<file path="src/rtl/sobel_pkg.sv">
// -----------------------------------------------------------------------------
// sobel_pkg
// Shared definitions for the Sobel frame engine:
//   - sobel_state_e : frame sequencer states (IDLE, FETCH, DRAIN, DONE)
//   - GRAD_GUARD    : extra bits above PIX_W that hold the signed gradients
//                     and their magnitude without overflow (PIX_W+4 total)
//   - grad_width()  : gradient/magnitude width for a given pixel width
//   - sat_to_pix()  : clamp a magnitude to the largest pixel value
// -----------------------------------------------------------------------------
package sobel_pkg;

    typedef enum logic [1:0] {
        IDLE  = 2'd0,
        FETCH = 2'd1,
        DRAIN = 2'd2,
        DONE  = 2'd3
    } sobel_state_e;

    // |Gx| and |Gy| are each at most 4*(2**PIX_W-1); their sum needs PIX_W+3
    // bits unsigned, and the signed gradients need PIX_W+3 bits, so PIX_W+4
    // leaves headroom for both.
    localparam int GRAD_GUARD = 4;

    // Widest pixel the saturation helper supports.
    localparam int MAX_PIX_W  = 16;
    localparam int MAX_GRAD_W = MAX_PIX_W + GRAD_GUARD;

    function automatic int grad_width(input int pix_w);
        grad_width = pix_w + GRAD_GUARD;
    endfunction

    // Clamp mag to 2**pix_w-1; the caller truncates the result to pix_w bits.
    function automatic logic [MAX_PIX_W-1:0] sat_to_pix(
        input logic [MAX_GRAD_W-1:0] mag,
        input int                    pix_w
    );
        logic [MAX_GRAD_W-1:0] limit;
        limit = (MAX_GRAD_W'(1) << pix_w) - MAX_GRAD_W'(1);
        if (mag > limit) begin
            sat_to_pix = MAX_PIX_W'(limit);
        end else begin
            sat_to_pix = MAX_PIX_W'(mag);
        end
    endfunction

endpackage

</file>
<file path="src/rtl/sobel_line_buffer.sv">
// -----------------------------------------------------------------------------
// sobel_line_buffer
// One image row of pixel storage: one write and one read per cycle, read data
// appears one cycle after rd_addr. Contents are not reset; the engine forces
// border pixels so stale entries never reach its output.
// Ports:
//   clk      : clock
//   wr_en    : write strobe
//   wr_addr  : write column
//   wr_data  : pixel to store
//   rd_addr  : read column
//   rd_data  : pixel stored at rd_addr on the previous cycle
// -----------------------------------------------------------------------------
module sobel_line_buffer #(
    parameter  int DEPTH = 256,
    parameter  int WIDTH = 8,
    localparam int AW    = (DEPTH > 1) ? $clog2(DEPTH) : 1
) (
    input  logic             clk,
    input  logic             wr_en,
    input  logic [AW-1:0]    wr_addr,
    input  logic [WIDTH-1:0] wr_data,
    input  logic [AW-1:0]    rd_addr,
    output logic [WIDTH-1:0] rd_data
);

    logic [WIDTH-1:0] mem_q [DEPTH];
    logic [WIDTH-1:0] rd_data_q;

    // Row storage write port.
    always_ff @(posedge clk) begin
        if (wr_en) begin
            mem_q[wr_addr] <= wr_data;
        end
    end

    // Registered read port (one-cycle latency).
    always_ff @(posedge clk) begin
        rd_data_q <= mem_q[rd_addr];
    end

    assign rd_data = rd_data_q;

endmodule

</file>
<file path="src/rtl/sobel_frame_engine.sv">
// -----------------------------------------------------------------------------
// sobel_frame_engine
// Reads one IMG_W x IMG_H frame from a source ROM in raster order, applies the
// 3x3 Sobel operator and writes one result pixel per cycle.
//
// Optional feature: define SOBEL_THRESH_EN to enable binary-threshold output
// (mode=1 writes all ones when |Gx|+|Gy| >= thr, else 0). Without the macro
// thr/mode are accepted but ignored and the output is always the saturated
// magnitude.
//
// Ports:
//   clk, rst  : clock, synchronous active-high reset
//   start     : one-cycle frame request (honoured only when idle)
//   thr, mode : threshold and output mode, captured when start is accepted
//   rd_addr   : ROM read address; rd_data returns one cycle later
//   wr_en, wr_addr, wr_data : result pixel write
//   busy      : frame in progress
//   done      : one-cycle pulse the cycle after the last write
//
// Pipeline: source index a is issued on rd_addr in cycle t, its pixel arrives
// in t+1 together with the two line-buffer pixels above it, forming the right
// column of the window whose centre is pixel a-IMG_W-1. That result is
// registered and written in t+2. The last IMG_W+1 results are all border
// pixels, so DRAIN issues IMG_W+1 dummy indices to keep the cadence going.
// -----------------------------------------------------------------------------
module sobel_frame_engine
    import sobel_pkg::*;
#(
    parameter int IMG_W  = 256,
    parameter int IMG_H  = 256,
    parameter int PIX_W  = 8,
    parameter int ADDR_W = 16
) (
    input  logic              clk,
    input  logic              rst,
    input  logic              start,
    input  logic [PIX_W-1:0]  thr,
    input  logic              mode,
    output logic [ADDR_W-1:0] rd_addr,
    input  logic [PIX_W-1:0]  rd_data,
    output logic              wr_en,
    output logic [ADDR_W-1:0] wr_addr,
    output logic [PIX_W-1:0]  wr_data,
    output logic              busy,
    output logic              done
);

    localparam int NPIX = IMG_W * IMG_H;
    localparam int GW   = grad_width(PIX_W);
    localparam int XW   = (IMG_W > 1) ? $clog2(IMG_W) : 1;
    localparam int YW   = (IMG_H > 1) ? $clog2(IMG_H) : 1;
    localparam int DW   = $clog2(IMG_W + 2);

    localparam logic [ADDR_W-1:0] LAST_ADDR = ADDR_W'(NPIX - 1);
    localparam logic [ADDR_W-1:0] FIRST_OUT = ADDR_W'(IMG_W + 1);
    localparam logic [XW-1:0]     X_LAST    = XW'(IMG_W - 1);
    localparam logic [YW-1:0]     Y_LAST    = YW'(IMG_H - 1);
    localparam logic [DW-1:0]     DRAIN_END = DW'(IMG_W);

    // ------------------------------------------------------------------
    // Sequencer / read side
    // ------------------------------------------------------------------
    sobel_state_e      state_q, state_d;
    logic [ADDR_W-1:0] rd_addr_q, rd_addr_d;
    logic [XW-1:0]     x_q, x_d;
    logic [YW-1:0]     y_q, y_d;
    logic [DW-1:0]     drain_cnt_q, drain_cnt_d;
    logic              busy_q, busy_d;
    logic              done_q, done_d;
    logic              start_accept_s;

    // Data-arrival stage
    logic              s1_valid_q, s1_valid_d;   // a result is computed this cycle
    logic              s1_fetch_q, s1_fetch_d;   // rd_data carries real pixel data
    logic [XW-1:0]     s1_x_q, s1_x_d;           // column of the arriving pixel

    // Output side
    logic [XW-1:0]     out_x_q, out_x_d;
    logic [YW-1:0]     out_y_q, out_y_d;
    logic [ADDR_W-1:0] out_addr_q, out_addr_d;
    logic              wr_en_q, wr_en_d;
    logic [ADDR_W-1:0] wr_addr_q, wr_addr_d;
    logic [PIX_W-1:0]  wr_data_q, wr_data_d;

    // Window: columns 0 and 1 registered, column 2 live from rd_data/line buffers
    logic [PIX_W-1:0]  w00_q, w01_q, w10_q, w11_q, w20_q, w21_q;
    logic [PIX_W-1:0]  w00_d, w01_d, w10_d, w11_d, w20_d, w21_d;
    logic [PIX_W-1:0]  lb1_rdata_s, lb2_rdata_s;

    // Next-state and read-address sequencing.
    always_comb begin
        state_d        = state_q;
        rd_addr_d      = rd_addr_q;
        x_d            = x_q;
        y_d            = y_q;
        drain_cnt_d    = drain_cnt_q;
        s1_valid_d     = 1'b0;
        s1_fetch_d     = 1'b0;
        s1_x_d         = x_q;
        start_accept_s = 1'b0;
        case (state_q)
            IDLE: begin
                if (start) begin
                    start_accept_s = 1'b1;
                    state_d        = FETCH;
                    rd_addr_d      = {ADDR_W{1'b0}};
                    x_d            = {XW{1'b0}};
                    y_d            = {YW{1'b0}};
                    drain_cnt_d    = {DW{1'b0}};
                end else begin
                    state_d = IDLE;
                end
            end
            FETCH: begin
                s1_fetch_d = 1'b1;
                s1_valid_d = (rd_addr_q >= FIRST_OUT);
                if (rd_addr_q == LAST_ADDR) begin
                    state_d = DRAIN;
                end else begin
                    rd_addr_d = rd_addr_q + ADDR_W'(1);
                    if (x_q == X_LAST) begin
                        x_d = {XW{1'b0}};
                        if (y_q == Y_LAST) begin
                            y_d = y_q;
                        end else begin
                            y_d = y_q + YW'(1);
                        end
                    end else begin
                        x_d = x_q + XW'(1);
                    end
                end
            end
            DRAIN: begin
                // IMG_W+1 dummy issues, then wait for the last write to leave.
                if (drain_cnt_q <= DRAIN_END) begin
                    s1_valid_d  = 1'b1;
                    drain_cnt_d = drain_cnt_q + DW'(1);
                end else begin
                    drain_cnt_d = drain_cnt_q;
                end
                if (wr_en_q && (wr_addr_q == LAST_ADDR)) begin
                    state_d = DONE;
                end else begin
                    state_d = DRAIN;
                end
            end
            DONE: begin
                state_d = IDLE;
            end
            default: begin
                state_d = IDLE;
            end
        endcase
        busy_d = (state_d == FETCH) || (state_d == DRAIN);
        done_d = (state_d == DONE);
    end

    // ------------------------------------------------------------------
    // Captured configuration
    // ------------------------------------------------------------------
`ifdef SOBEL_THRESH_EN
    logic [PIX_W-1:0] thr_q, thr_d;
    logic             mode_q, mode_d;

    // Capture thr/mode when a frame is accepted.
    always_comb begin
        if (start_accept_s) begin
            thr_d  = thr;
            mode_d = mode;
        end else begin
            thr_d  = thr_q;
            mode_d = mode_q;
        end
    end

    // Configuration registers.
    always_ff @(posedge clk) begin
        if (rst) begin
            thr_q  <= {PIX_W{1'b0}};
            mode_q <= 1'b0;
        end else begin
            thr_q  <= thr_d;
            mode_q <= mode_d;
        end
    end
`else
    logic unused_cfg_s;
    assign unused_cfg_s = ^{thr, mode};
`endif

    // ------------------------------------------------------------------
    // Line buffers: lb1 holds the row above the arriving pixel, lb2 two rows
    // above. Both are read at the issue column so the data lines up with
    // rd_data one cycle later, and written at the arrival column.
    // ------------------------------------------------------------------
    sobel_line_buffer #(
        .DEPTH (IMG_W),
        .WIDTH (PIX_W)
    ) u_lb1 (
        .clk     (clk),
        .wr_en   (s1_fetch_q),
        .wr_addr (s1_x_q),
        .wr_data (rd_data),
        .rd_addr (x_q),
        .rd_data (lb1_rdata_s)
    );

    sobel_line_buffer #(
        .DEPTH (IMG_W),
        .WIDTH (PIX_W)
    ) u_lb2 (
        .clk     (clk),
        .wr_en   (s1_fetch_q),
        .wr_addr (s1_x_q),
        .wr_data (lb1_rdata_s),
        .rd_addr (x_q),
        .rd_data (lb2_rdata_s)
    );

    // Shift the window left by one column on every real pixel arrival.
    always_comb begin
        if (s1_fetch_q) begin
            w00_d = w01_q;
            w01_d = lb2_rdata_s;
            w10_d = w11_q;
            w11_d = lb1_rdata_s;
            w20_d = w21_q;
            w21_d = rd_data;
        end else begin
            w00_d = w00_q;
            w01_d = w01_q;
            w10_d = w10_q;
            w11_d = w11_q;
            w20_d = w20_q;
            w21_d = w21_q;
        end
    end

    // ------------------------------------------------------------------
    // Gradient and output pixel
    // ------------------------------------------------------------------
    function automatic logic signed [GW-1:0] ext(input logic [PIX_W-1:0] p);
        ext = $signed(GW'(p));
    endfunction

    logic signed [GW-1:0] gx_s, gy_s;
    logic [GW-1:0]        abs_gx_s, abs_gy_s, mag_s;
    logic                 border_s;
    logic [PIX_W-1:0]     pix_val_s;

    // Sobel gradients over the window; rows top to bottom, columns left to right.
    always_comb begin
        gx_s = (ext(lb2_rdata_s) + ext(lb1_rdata_s) + ext(lb1_rdata_s) + ext(rd_data))
             - (ext(w00_q) + ext(w10_q) + ext(w10_q) + ext(w20_q));
        gy_s = (ext(w20_q) + ext(w21_q) + ext(w21_q) + ext(rd_data))
             - (ext(w00_q) + ext(w01_q) + ext(w01_q) + ext(lb2_rdata_s));
        if (gx_s[GW-1]) begin
            abs_gx_s = $unsigned(-gx_s);
        end else begin
            abs_gx_s = $unsigned(gx_s);
        end
        if (gy_s[GW-1]) begin
            abs_gy_s = $unsigned(-gy_s);
        end else begin
            abs_gy_s = $unsigned(gy_s);
        end
        mag_s = abs_gx_s + abs_gy_s;
    end

    // Output value selection; borders are forced to zero in every mode.
    always_comb begin
        border_s = (out_x_q == {XW{1'b0}}) || (out_x_q == X_LAST) ||
                   (out_y_q == {YW{1'b0}}) || (out_y_q == Y_LAST);
        if (border_s) begin
            pix_val_s = {PIX_W{1'b0}};
        end
`ifdef SOBEL_THRESH_EN
        else if (mode_q) begin
            if (mag_s >= GW'(thr_q)) begin
                pix_val_s = {PIX_W{1'b1}};
            end else begin
                pix_val_s = {PIX_W{1'b0}};
            end
        end
`endif
        else begin
            pix_val_s = PIX_W'(sat_to_pix(MAX_GRAD_W'(mag_s), PIX_W));
        end
    end

    // Output coordinate tracking and write register.
    always_comb begin
        out_x_d    = out_x_q;
        out_y_d    = out_y_q;
        out_addr_d = out_addr_q;
        wr_en_d    = 1'b0;
        wr_addr_d  = wr_addr_q;
        wr_data_d  = wr_data_q;
        if (start_accept_s) begin
            out_x_d    = {XW{1'b0}};
            out_y_d    = {YW{1'b0}};
            out_addr_d = {ADDR_W{1'b0}};
        end else if (s1_valid_q) begin
            wr_en_d    = 1'b1;
            wr_addr_d  = out_addr_q;
            wr_data_d  = pix_val_s;
            out_addr_d = out_addr_q + ADDR_W'(1);
            if (out_x_q == X_LAST) begin
                out_x_d = {XW{1'b0}};
                if (out_y_q == Y_LAST) begin
                    out_y_d = out_y_q;
                end else begin
                    out_y_d = out_y_q + YW'(1);
                end
            end else begin
                out_x_d = out_x_q + XW'(1);
            end
        end else begin
            wr_en_d = 1'b0;
        end
    end

    // Control, pipeline and output registers.
    always_ff @(posedge clk) begin
        if (rst) begin
            state_q     <= IDLE;
            rd_addr_q   <= {ADDR_W{1'b0}};
            x_q         <= {XW{1'b0}};
            y_q         <= {YW{1'b0}};
            drain_cnt_q <= {DW{1'b0}};
            busy_q      <= 1'b0;
            done_q      <= 1'b0;
            s1_valid_q  <= 1'b0;
            s1_fetch_q  <= 1'b0;
            s1_x_q      <= {XW{1'b0}};
            out_x_q     <= {XW{1'b0}};
            out_y_q     <= {YW{1'b0}};
            out_addr_q  <= {ADDR_W{1'b0}};
            wr_en_q     <= 1'b0;
            wr_addr_q   <= {ADDR_W{1'b0}};
            wr_data_q   <= {PIX_W{1'b0}};
        end else begin
            state_q     <= state_d;
            rd_addr_q   <= rd_addr_d;
            x_q         <= x_d;
            y_q         <= y_d;
            drain_cnt_q <= drain_cnt_d;
            busy_q      <= busy_d;
            done_q      <= done_d;
            s1_valid_q  <= s1_valid_d;
            s1_fetch_q  <= s1_fetch_d;
            s1_x_q      <= s1_x_d;
            out_x_q     <= out_x_d;
            out_y_q     <= out_y_d;
            out_addr_q  <= out_addr_d;
            wr_en_q     <= wr_en_d;
            wr_addr_q   <= wr_addr_d;
            wr_data_q   <= wr_data_d;
        end
    end

    // Window column registers.
    always_ff @(posedge clk) begin
        if (rst) begin
            w00_q <= {PIX_W{1'b0}};
            w01_q <= {PIX_W{1'b0}};
            w10_q <= {PIX_W{1'b0}};
            w11_q <= {PIX_W{1'b0}};
            w20_q <= {PIX_W{1'b0}};
            w21_q <= {PIX_W{1'b0}};
        end else begin
            w00_q <= w00_d;
            w01_q <= w01_d;
            w10_q <= w10_d;
            w11_q <= w11_d;
            w20_q <= w20_d;
            w21_q <= w21_d;
        end
    end

    assign rd_addr = rd_addr_q;
    assign wr_en   = wr_en_q;
    assign wr_addr = wr_addr_q;
    assign wr_data = wr_data_q;
    assign busy    = busy_q;
    assign done    = done_q;

endmodule
</file>
<file path="config.mk">
export PLATFORM = sky130hd
export DESIGN_NAME = sobel_frame_engine
export DESIGN_NICKNAME = d
export VERILOG_FILES = /design/src/rtl/sobel_pkg.sv /design/src/rtl/sobel_line_buffer.sv /design/src/rtl/sobel_frame_engine.sv
export SDC_FILE = /design/constraint.sdc
export NUM_CORES = 2
export LEC_CHECK = 0
export ABC_AREA = 1
export CORE_ASPECT_RATIO = 0.75
export CORE_MARGIN = 8
export CORE_UTILIZATION = 50
export CTS_BUF_LIST = sky130_fd_sc_hd__clkbuf_4
export CTS_CLUSTER_SIZE = 24
export DETAILED_ROUTE_END_ITERATION = 8
export PLACE_DENSITY_LB_ADDON = 0.3
export SLEW_MARGIN = 20
export SYNTH_ARGS = -nofsm -noshare
export SYNTH_HDL_FRONTEND = slang
export SYNTH_SLANG_ARGS = --single-unit
</file>
<file path="constraint.sdc">
create_clock -name clk -period 10.1 [get_ports clk]
set_input_delay 2.02 -clock clk [delete_from_list [all_inputs] [get_ports clk]]
set_output_delay 2.02 -clock clk [all_outputs]
set_load 0.03 [all_outputs]
</file>
=== Word level (Yosys, flattened, before mapping) ===
Memories as Yosys holds them, arrays and structs flattened. A register that Yosys moved wholly into a read port is not among the register bits.
Index checks and enable logic that the tools add are counted.

* Register bits: 152
* RAM bits: 4,096
* Input port bits: 20
* Output and inout bits: 43
* Word-level logic and storage cells: 107
* Memories kept: 2

* $add $sub $neg: 23
* Magnitude comparators: 3
* Eq/ne operators: 14
* Multiplexer cells: 27
* Bitwise logic cells: 2
* Reductions and logical operators: 15

{| class="wikitable"
|+ Memories
! memory !! words !! width !! read ports !! clocked after Yosys merged registers in !! write ports !! line !! RTL
|-
| u_lb1.mem_q || 256 || 8 || 1 || 1 || 1 || sobel_line_buffer.sv:27 || <nowiki>logic [WIDTH-1:0] mem_q [DEPTH];</nowiki>
|-
| u_lb2.mem_q || 256 || 8 || 1 || 1 || 1 || sobel_line_buffer.sv:27 ||
|}

{| class="wikitable"
|+ Operator list
! operator !! count
|-
| 8-bit two-way mux || 6
|-
| 10-bit by 8-bit adder with 11-bit output || 4
|-
| 9-bit by 8-bit adder with 10-bit output || 4
|-
| 8-bit by 8-bit adder with 9-bit output || 4
|-
| 16-bit by 1-bit adder with 16-bit output (second input constant) || 2
|-
| 16-bit == test (second input constant) || 2
|-
| 16-bit two-way mux || 2
|-
| 16-bit one-hot mux with 2 select lines || 1
|-
| 8-bit by 1-bit adder with 8-bit output (second input constant) || 3
|-
| 8-bit == test (second input constant) || 3
|-
| 12-bit two-way mux || 2
|-
| 12-bit negator || 2
|-
| 11-bit by 11-bit subtractor with 12-bit output || 2
|-
| 9-bit two-way mux || 2
|-
| 9-bit one-hot mux with 2 select lines || 1
|-
| 16-bit by 9-bit >= comparator with 1-bit output (second input constant) || 1
|-
| 8-bit zero test || 2
|-
| 8-bit one-hot mux with 2 select lines || 1
|-
| 12-bit adder || 1
|-
| 12-bit by 8-bit greater-than comparator with 1-bit output (second input constant) || 1
|-
| 9-bit by 1-bit adder with 9-bit output (second input constant) || 1
|-
| 9-bit <= comparator (second input constant) || 1
|-
| 1-bit two-way mux || 9
|-
| 3-bit AND reduction || 3
|-
| other kinds (13) || 24
|}

=== Logic depth before layout (Yosys ltp) ===
* Depth after elaboration: 10
* Depth in mapped cells: 34
* Gate-level depth less buffers: 33

=== Cells and area by module ===
A second synthesis with hierarchy kept.

* Cell total of the unflattened synthesis: 15,346
* Area, all modules: 176,919.7 um2

{| class="wikitable"
|+ Modules (own cells, without submodules)
! module !! times used !! cells an instance !! area each (um2) !! seq. area each (um2)
|-
| sobel_line_buffer || 2 || 7,003 || 83,396.2 || 61,659.1
|-
| sobel_frame_engine || 1 || 1,340 || 10,127.2 || 3,042.9
|}

=== Worst setup path before layout ===
OpenSTA, ideal clock, no wires.

* Path type: reg2reg
* From: reg u_lb1.rd_data_q[0], in the netlist u_lb1.rd_data[0] (read register of u_lb1.mem_q)
* To: reg wr_data_q[7], in the netlist wr_data[7]
* Library setup time: 130 ps
* Arrival: 8,773 ps
* Data required time: 9,970 ps
* Path slack: 1,197 ps
* Stages on the path, launching flop included: 29
* Path buffers: 0
* Period minus slack after synthesis: 8,903 ps
* Path through: dfxtp_1 -> inv_1 -> fa_1 -> fa_1 -> fa_1 -> inv_1 -> fa_1 -> ha_1 -> fa_1 -> inv_1 -> nand3_1 -> nor2_1 -> nand3_1 -> nor2_1 -> nand2_1 -> nand2_1 -> xnor2_1 -> inv_1 -> ha_1 -> a21o_1 -> inv_1 -> nor2_1 -> a211oi_1 -> nand3_1 -> xor2_1 -> nor2_1 -> nand3_1 -> nand2_1 -> a21oi_2

* Word-level cells in the longest chain between the ends: 10

{| class="wikitable"
|+ RTL lines
! element !! line !! RTL
|-
| start: declaration || sobel_line_buffer.sv:28 || <nowiki>logic [WIDTH-1:0] rd_data_q;</nowiki>
|-
| 8-bit by 8-bit adder with 9-bit output || sobel_frame_engine.sv:253 || <nowiki>gx_s = (ext(lb2_rdata_s) + ext(lb1_rdata_s) + ext(lb1_rdata_s) + ext(rd_data))</nowiki>
|-
| 9-bit by 8-bit adder with 10-bit output * || sobel_frame_engine.sv:253 ||
|-
| 10-bit by 8-bit adder with 11-bit output * || sobel_frame_engine.sv:253 ||
|-
| 11-bit by 11-bit subtractor with 12-bit output * || sobel_frame_engine.sv:254 || <nowiki>- (ext(w00_q) + ext(w10_q) + ext(w10_q) + ext(w20_q));</nowiki>
|-
| 12-bit negator || sobel_frame_engine.sv:258 || <nowiki>abs_gx_s = $unsigned(-gx_s);</nowiki>
|-
| 12-bit two-way mux * || sobel_frame_engine.sv:257 || <nowiki>if (gx_s[GW-1]) begin</nowiki>
|-
| 12-bit adder * || sobel_frame_engine.sv:267 || <nowiki>mag_s = abs_gx_s + abs_gy_s;</nowiki>
|-
| 12-bit by 8-bit greater-than comparator with 1-bit output || sobel_pkg.sv:39 || <nowiki>if (mag > limit) begin</nowiki>
|-
| 8-bit two-way mux * || sobel_pkg.sv:39 ||
|-
| 8-bit two-way mux * || sobel_frame_engine.sv:274 || <nowiki>if (border_s) begin</nowiki>
|-
| end signal: assignment || sobel_frame_engine.sv:341 || <nowiki>wr_data_q <= {PIX_W{1'b0}};</nowiki>
|-
| end signal: assignment || sobel_frame_engine.sv:358 || <nowiki>wr_data_q <= wr_data_d;</nowiki>
|-
| end: declaration || sobel_frame_engine.sv:83 || <nowiki>logic [PIX_W-1:0] wr_data_q, wr_data_d;</nowiki>
|}

Mark *: on every way between the ends. The rest lies on a longest branch, timed or not.
A chain may end at the register's enable or synchronous reset.

=== Final worst setup path ===
* From: in rd_data[0]
* To: reg wr_data_q[4], in the netlist wr_data[4]

* Word-level cells in the longest chain between the ends: 8
* Elaborated cells between the ends (all ways): 12
* Classes of those cells: add/sub: 7; order compare: 1; mux: 4

{| class="wikitable"
|+ RTL lines
! element !! line !! RTL
|-
| start: declaration || sobel_frame_engine.sv:40 || <nowiki>input logic [PIX_W-1:0] rd_data,</nowiki>
|-
| 10-bit by 8-bit adder with 11-bit output, on equally long branches || sobel_frame_engine.sv:253, sobel_frame_engine.sv:255 ||
|-
| 11-bit by 11-bit subtractor with 12-bit output, on equally long branches || sobel_frame_engine.sv:254, sobel_frame_engine.sv:256 ||
|-
| 12-bit negator, on equally long branches || sobel_frame_engine.sv:258, sobel_frame_engine.sv:263 ||
|-
| 12-bit two-way mux, on equally long branches || sobel_frame_engine.sv:257, sobel_frame_engine.sv:262 ||
|-
| 12-bit adder * || sobel_frame_engine.sv:267 ||
|-
| 12-bit by 8-bit greater-than comparator with 1-bit output || sobel_pkg.sv:39 ||
|-
| 8-bit two-way mux * || sobel_pkg.sv:39 ||
|-
| 8-bit two-way mux * || sobel_frame_engine.sv:274 ||
|}

Marked as above.

==> results.yml <==
sta:
  slew_headroom_pct: 18.1
  finalCritPeriodShare_pct: 69.2
  worstMarginPinSlew_ns: 1.23
  holdWs_ns: 0.474
  fin_setup_tns_ns: 0
  fmax_mhz: 143
  rsz0062_at_grt: "false"
  setup_viol: 0
  final_hold_viol_count: 0
  fin_worst_skew_ns: 0.146
  min_period_ns: 6.99
  maxSlewViolCount: 0
global_routing:
  antenna_found_initial: 27
  grt_util_all_layers_pct: 26.3
  grt_pass1_wl_mm: 721
  grt_pass1_vias: 108447
  grt_busiest_layer: "met1"
  grt_start_max_net_pins: 215
  grt-ovfl-total: 0
  globalRouteMet1Util_pct: 38.3
  met3_usage_pct: 6.72
  met2_usage_pct: 37.8
layout:
  drive_above_1_share_pct: 14.2
  final_nets: 13993
  final_area_um2: 190000
  fin_util_pct: 55.5
  syn_to_final_growth_pct: 10.5
  nFillCells: 28119
  layout.cells.non_filler: 19246
logic_synthesis:
  yosys.area.top_type: "edfxtp_1"
  ys.flop_type: "edfxtp_1"
  ys_top_cells_by_area: "edfxtp_1 72%, o21ai_0 6.2%, nor2_1 5.6%"
  postSynthCellCount: 13363
  synthDistinctLibCells: 55
  syn_avg_cell_area_um2: 12.9
  synthArstFlopShare_pct: 0
  synth_seq_cells: 4264
  syn_nets: 13506
  ys_seq_area_share_pct: 73.5
  yosys-top-cells-count: "4096 x edfxtp_1, 2563 x nor2_1, 2135 x o21ai_0, 845 x nand2_1, 661 x o22ai_1"
  synthesis.area_um2: 172000
  yosysMostFrequentCell: "edfxtp_1"
  synth_edf_count: 4096
  synth_top_area_share_pct: 71.5
  yosysWarnings: 0
floorplanning:
  rows: 186
  die_h_um: 524
  die_x_um: 693
  core_um2: 342000
  dieArea_um2: 363000
  start_util_pct: 50.2
  io_pins: 63
setup_path:
  cp.required_ns: 11.45
  crit_path_end_kind: "register"
  r2r_cells: 30
  path_max_fanout: 43
  start_kind: "primary input"
  path_class: "in -> reg"
  crit_arrival_ns: 8.33
placed_design:
  dpl.cell_count: 17503
  io_buffers: 53
  hpwl_mm: 268
  place.gp.congestion: 0.855
  dpl-instance-area_um2: 177000
power:
  internal-power_mw: 28.5
  combPwrFrac_pct: 14.5
  power_leakage_nw: 62.8
  seq_power_share_pct: 50.2
  vdd_drop_max_mv: 0.468
  p_per_area_nw_per_um2: 207
  p_clk_share_pct: 35.3
  swShare_pct: 27.5
  p_sw_mw: 10.8
clocking:
  numCtsBuffers: 951
  cts_hold_buf: 0
  clockBufferDepth: 4
  root_buffer: "clkbuf_4"
  clk_pin_slew_ns: 0.07
  clk_latency_ns: 1.49
  post_cts_buffers: 0
  cts_resized: 0
  cts-htree-levels: 6
  cts_tree: "done"
  cts_sinks: 4264
detailed_routing:
  antenna_left: 0
  drc: 0
  vias: 116079
  drt_iter0_markers: 16246
  dr.pass1.iters: 8
  routed_wirelength_mm: 495
  avgViaCountPerCell: 6.03
  wl_per_cell_um: 25.7
status:
  status: "completed"
hold_path:
  whs_path_depth: 2
  holdCritPathClass: "reg -> reg"
flow_run:
  drv_cap: 0
==> stage by stage <==
stage	power (mW)	worst slack [ns]
after floorplan	24.3	1.20
after global placement	25.7	1.61
final	39.2	3.11
after global routing	40.9	2.77
after detailed placement	25.7	1.65
after CTS	39.3	3.32
==> critical path: stages <==
cell and delay [ns]:
buf_8 0.28, inv_1 0.19, fa_1 0.52, fa_1 0.40, fa_1 0.51, inv_1 0.05, fa_1 0.43, ha_1 0.28
fa_1 0.55, nand3_1 0.14, and3_1 0.44, inv_1 0.14, nor2_1 0.13, xor2_1 0.15, inv_1 0.06, ha_1 0.32
inv_1 0.07, o21bai_1 0.25, a21oi_1 0.17, o21ai_0 0.23, inv_1 0.09, nand2_1 0.06, nand4_1 0.09, nor2_1 0.39
nand3_1 0.14, nand2_1 0.08, a21oi_1 0.06
==> power by group through the flow <==
stage / sequential [mW] / clock (mW) / combinational [mW]
after global placement: 20.1 / 0 / 5.60
after CTS: 19.7 / 14.0 / 5.63
final: 19.7 / 13.8 / 5.70
after detailed placement: 20.1 / 0 / 5.61
after global routing: 19.7 / 14.9 / 6.38
after floorplan: 20.2 / 0 / 4.10
==> cell families (layout without fill, tap and decap cells) <==
family	count (synthesis)	after routing	share of synthesized area (%)
flops	4264	4264	73.5
fa+ha+maj	123	123	1.17
other cells	0	14	0
buf+inv	1224	2487	3.47
xor+xnor	33	33	0.168
simple gates	4016	4016	9.31
compound gates	3703	3703	12.4
==> per-layer routing <==
metal | part of all wire, % | vias up
li1 | - | 51312
met1 | 41 | 56627
met2 | 43 | 7216
met3 | 13 | 912
met4 | 3.7 | 12
met5 | 0.014 | -
==> flip-flops by register name (all words and copies together), names as in the netlist, 2 cells and up <==
name / flops
w00_q: 8
w11_q: 8
w21_q: 8
state_q: 2
w20_q: 8
u_lb1.mem_q: 2048
w10_q: 8
u_lb2.rd_data: 8
w01_q: 8
u_lb2.mem_q: 2048
out_x_q: 8
s1_x_d: 8
u_lb1.rd_data: 8
rd_addr: 16
wr_data: 8
out_y_q: 8
s1_x_q: 8
drain_cnt_q: 9
out_addr_q: 16
wr_addr: 16
==> final cells by class <==
cell class | count | area, um2 | area share, %
Sequential cell | 4264 | 126000 | 66.6
Multi-Input combinational cell | 7875 | 39800 | 21.0
Clock buffer | 1482 | 11100 | 5.86
Tap cell | 4606 | 5760 | 3.03
Timing Repair Buffer | 490 | 4230 | 2.22
Clock inverter | 247 | 1480 | 0.777
Inverter | 268 | 1070 | 0.566
Antenna cell | 14 | 35.0 | 0.0184
==> worst paths after layout <==
check	startpoint	to	slack, ns
hold / removal	drain_cnt_q[8]$_SDFFE_PP0P_	drain_cnt_q[8]$_SDFFE_PP0P_	0.47
setup reg to reg	u_lb1.rd_data[6]$_DFF_P_	wr_data[4]$_SDFFE_PP0P_	3.26
setup / recovery	rd_data[0]	wr_data[4]$_SDFFE_PP0P_	3.11
hold reg to reg	drain_cnt_q[8]$_SDFFE_PP0P_	drain_cnt_q[8]$_SDFFE_PP0P_	0.47
==> cells in the final DEF (no fill, tap or decap), types with 44 or more instances in the layout <==
master,synthesis,final
a21oi_1,193,193
buf_4,75,406
clkbuf_4,0,1482
clkdlybuf4s50_1,0,44
clkinv_1,6,195
dfxtp_1,168,153
edfxtp_1,4096,4096
fa_1,63,63
ha_1,60,60
inv_1,253,251
nand2_1,845,842
nand3_1,475,469
nor2_1,2563,2550
o211ai_1,105,105
o21ai_0,2135,2135
o21ai_1,152,152
o221ai_1,425,425
o22ai_1,661,661
No activity file was read; power rests on OpenSTA's default activity.
